`src/rtl/tt_lut_seq.sv`:
```
// Runtime-reprogrammable N_IN-input truth-table block with a registered valid/ready output stage
// and a serial MSB-first table loader that commits a full table atomically.
module tt_lut_seq #(
   parameter int unsigned           N_IN       = 3,
   parameter logic [2**N_IN-1:0]    DEFAULT_TT = 'h50
) (
   input  logic                 clk,
   input  logic                 rst,
   input  logic [N_IN-1:0]      in_data,
   input  logic                 in_valid,
   output logic                 in_ready,
   output logic                 out_data,
   output logic                 out_valid,
   input  logic                 out_ready,
   input  logic                 cfg_start,
   input  logic                 cfg_valid,
   input  logic                 cfg_bit,
   output logic                 cfg_busy,
   output logic                 cfg_done,
   output logic [2**N_IN-1:0]   tt_active
);

   localparam int unsigned W    = 2 ** N_IN;
   localparam int unsigned CntW = $clog2(W) + 1;
   localparam logic [CntW-1:0] CntLast = CntW'(W - 1);

   typedef enum logic {StIdle, StLoad} state_e;

   state_e          state_q, state_d;
   logic [W-1:0]    shd_q, shd_d;
   logic [W-1:0]    tt_q, tt_d;
   logic [CntW-1:0] cnt_q, cnt_d;
   logic            done_q, done_d;
   logic            out_valid_q, out_valid_d;
   logic            out_data_q, out_data_d;
   logic [N_IN-1:0] tt_idx;
   logic            accept;

   // Input 0 selects the MSB, so the bit index is W-1-in_data, i.e. the bitwise inverse.
   assign tt_idx   = ~in_data;
   assign in_ready = !out_valid_q || out_ready;
   assign accept   = in_valid && in_ready;

   always_comb begin
      out_valid_d = out_valid_q;
      out_data_d  = out_data_q;
      if (accept) begin
         out_valid_d = 1'b1;
         out_data_d  = tt_q[tt_idx];
      end else if (out_ready && out_valid_q) begin
         out_valid_d = 1'b0;
      end
   end

   always_comb begin
      state_d = state_q;
      shd_d   = shd_q;
      tt_d    = tt_q;
      cnt_d   = cnt_q;
      done_d  = 1'b0;
      unique case (state_q)
         StIdle: begin
            if (cfg_start) begin
               state_d = StLoad;
               cnt_d   = '0;
               shd_d   = '0;
            end
         end
         StLoad: begin
            // A restart wins over a same-cycle data beat; that beat is dropped.
            if (cfg_start) begin
               cnt_d = '0;
               shd_d = '0;
            end else if (cfg_valid) begin
               if (cnt_q == CntLast) begin
                  tt_d    = {shd_q[W-2:0], cfg_bit};
                  state_d = StIdle;
                  done_d  = 1'b1;
                  cnt_d   = '0;
               end else begin
                  shd_d = {shd_q[W-2:0], cfg_bit};
                  cnt_d = cnt_q + 1'b1;
               end
            end
         end
         default: state_d = StIdle;
      endcase
   end

   always_ff @(posedge clk) begin
      if (rst) begin
         state_q     <= StIdle;
         shd_q       <= '0;
         tt_q        <= DEFAULT_TT;
         cnt_q       <= '0;
         done_q      <= 1'b0;
         out_valid_q <= 1'b0;
         out_data_q  <= 1'b0;
      end else begin
         state_q     <= state_d;
         shd_q       <= shd_d;
         tt_q        <= tt_d;
         cnt_q       <= cnt_d;
         done_q      <= done_d;
         out_valid_q <= out_valid_d;
         out_data_q  <= out_data_d;
      end
   end

   assign out_data  = out_data_q;
   assign out_valid = out_valid_q;
   assign cfg_busy  = (state_q == StLoad);
   assign cfg_done  = done_q;
   assign tt_active = tt_q;

endmodule

```
`config.mk`:
```
export PLATFORM = sky130hd
export DESIGN_NAME = tt_lut_seq
export DESIGN_NICKNAME = d
export VERILOG_FILES = /design/src/rtl/tt_lut_seq.sv
export SDC_FILE = /design/constraint.sdc
export NUM_CORES = 1
export LEC_CHECK = 0
export CORE_MARGIN = 2
export CORE_UTILIZATION = 48
export CTS_CLUSTER_SIZE = 14
export DETAILED_ROUTE_END_ITERATION = 10
export PLACE_DENSITY = 0.77
export SLEW_MARGIN = 5
export SYNTH_ARGS = -nofsm -noshare
export SYNTH_HDL_FRONTEND = slang
export SYNTH_SLANG_ARGS = --single-unit
```
`constraint.sdc`:
```
create_clock -name clk -period 1.5 [get_ports clk]
set_input_delay 0.15 -clock clk [delete_from_list [all_inputs] [get_ports clk]]
set_output_delay 0.15 -clock clk [all_outputs]
set_load 0.02 [all_outputs]
```
==> results.yml <==
pwr:
  power_frac_seq: 0.608
  leakagePower_nw: 0.579
  power_density_nw_per_um2: 749
  switching_share: 0.243
  p_int_mw: 0.776
  power_mw: 1.03
  clockPowerShare: 0.283
  peakVddDrop_uv: 600
  share_comb_of_total_power: 0.109
  p_switching_mw: 0.249
cells_and_area:
  area_growth_pct: 33.7
  final_cells: 172
  layout_common_cells: "23 x dfxtp_1, 17 x nand3_1, 16 x a21oi_1"
  nNetsFinal: 157
  n_antenna_cell: 0
  layout-drive-gt1-share: 0.138
  final_common_cell: "dfxtp_1"
routing:
  dr.pass1.iters: 4
  wl_per_cell_um: 13.0
  wl_mm: 2.24
  via_per_inst: 5.50
  drt_iter0_drc: 19
  postRouteAntennaNets: 0
  drc_errors: 0
  via_count: 946
global_route:
  antenna_found_initial: 0
  grt-ovfl-total: 0
  grt_pass1_wl_mm: 3.79
  track_usage: 0.196
  grt_max_degree: 23
  grt_pass1_vias: 860
sta:
  whs_ns: 0.425
  skew_ns: 0.00494
  slew_headroom: 0.763
  tightest_slew_ns: 0.347
  fin_ws_ns: 0.0654
  fin_crit_sh: 0.956
  rsz0062_at_grt: "false"
  setup_viol: 0
  slew_violations: 0
  min_period_ns: 1.43
  totalNegativeSetupSlack_ns: 0
  finalHoldViolCount: 0
  fmax_mhz: 697
setup_path:
  required_ns: 1.35
  endpoint_kind: "output pin"
  crit_fanout: 3
  cp.buffers_inverters: 1
  slowest_delay_ns: 0.61
  cp_top_family: "buffers and inverters"
  crit_type: "register to output pin"
  cp-start-kind: "register"
  arrival_ns: 1.28
  path_cells: "clkdlybuf4s50_1"
  cpMaxStageDelayCell: "clkdlybuf4s50_1"
clock_network:
  cts_max_level: 1
  cts-buffers-inserted: 3
  clockRootBuffer: "clkbuf_4"
  clk_pin_slew_worst_paths_ns: 0.13
  cts_sinks: 23
  clockBufferDepth: 2
  clock_latency_ns: 0.31
  cts_tree: "done"
flow_run:
  maxCapViolCount: 0
synthesis:
  ys_seq_area_frac: 0.449
  synth_fp_nets: 126
  synth-seq-cells: 23
  netlist_area_um2: 1020
  netlist.area_leader.share: 0.449
  syn_avg_cell_area_um2: 8.91
  synth-async-reset-ratio: 0
  synth.largest_area_cell: "dfxtp_1"
  syn_inst: 115
  yosysWarnings: 0
  synth_edf_count: 0
  synth_ff_type: "dfxtp_1"
  synth_cell_types: 28
  synthTopCellsByArea: "dfxtp_1 45%, nand3_1 8.3%, a21oi_1 7.8%"
placement:
  placed_cells: 167
  place_hpwl_mm: 1.64
  dp_slack_ns: -0.0152
  port_buffers: 22
  gp_congestion: 0.790
die:
  io_pins: 23
  rows: 16
  start_util: 0.517
  die-width_um: 50.2
  die_height_um: 50.2
  core_area_um2: 1980
  die-area_um2: 2520
status:
  status: "complete, no violations"
worst_hold_path:
  holdCritPathClass: "input pin to register"
==> cell usage after synthesis (all sizes together) (3+ instances only) <==
| cell type | number |
|---|---|
| nor2b | 3 |
| a21oi | 16 |
| mux2i | 5 |
| o21ai | 7 |
| inv | 3 |
| dfxtp | 23 |
| o211ai | 7 |
| buf | 6 |
| clkbuf | 3 |
| nand3 | 17 |
| nor2 | 3 |
==> repair_timing <==
action | CTS | global route
setup endpoints to repair | 2 | 21
hold buffers | 0 | 0
pin swaps | 0 | 0
gates resized for setup | 2 | 9
setup buffers | 0 | 1
==> final cells by class <==
| type | count | area, um2 |
|---|---|---|
| Fill cell | 164 | 612 |
| Timing Repair Buffer | 35 | 333 |
| Tap cell | 27 | 33.8 |
| Multi-Input combinational cell | 80 | 502 |
| Clock inverter | 1 | 7.51 |
| Clock buffer | 3 | 22.5 |
| Inverter | 3 | 11.3 |
| Sequential cell | 23 | 460 |
==> metal layers <==
metal	share of wire	vias up	routed length, um	GRT usage
met5	0	-	0	0
met4	0.014	0	31	0.0833
met3	0.053	4	118	0.0268
met2	0.48	30	1080	0.336
met1	0.45	431	1010	0.245
li1	-	481	-	-
==> path summary, 6_finish.rpt <==
path | startpoint | to | slack, ns | cells after the start
worst max register to register | cnt_q[0] | tt_active[6] | 0.13 | 4
worst min register to register | shd_q[6] | tt_active[7] | 0.49 | 2
worst min-delay path | in_valid | out_valid | 0.42 | 3
worst max-delay path | tt_active[5] | tt_active[5] | 0.07 | 1
==> metrics by stage <==
step                utilization  area, um2
global placement          0.663       1310
CTS                       0.677       1340
floorplan                     -       1020
finish                    0.691       1370
detailed placement        0.663       1310
global route              0.691       1370
==> registers in the layout (all words and copies together), names as in the netlist <==
register / flops
cfg_done: 1
out_valid: 1
tt_active: 8
shd_q: 7
out_data: 1
cnt_q: 4
cfg_busy: 1
==> power groups by stage <==
stage / registers, mW / logic (mW) / clock network, mW
6_report: 0.624 / 0.112 / 0.290
5_1_grt: 0.626 / 0.121 / 0.329
4_1_cts: 0.624 / 0.113 / 0.309
3_5_place_dp: 0.638 / 0.114 / 0
3_3_place_gp: 0.636 / 0.114 / 0
2_1_floorplan: 0.643 / 0.0475 / 0
==> cell families after synthesis <==
family          count (synthesis)  share of synthesized area
compound gates                 38                      0.231
mux                             5                     0.0488
xor+xnor                        1                    0.00855
buf+inv                        12                     0.0647
simple gates                   35                      0.186
fa+ha+maj                       1                     0.0122
flops                          23                      0.449
Note: power is estimated with default switching activity, not from simulation.
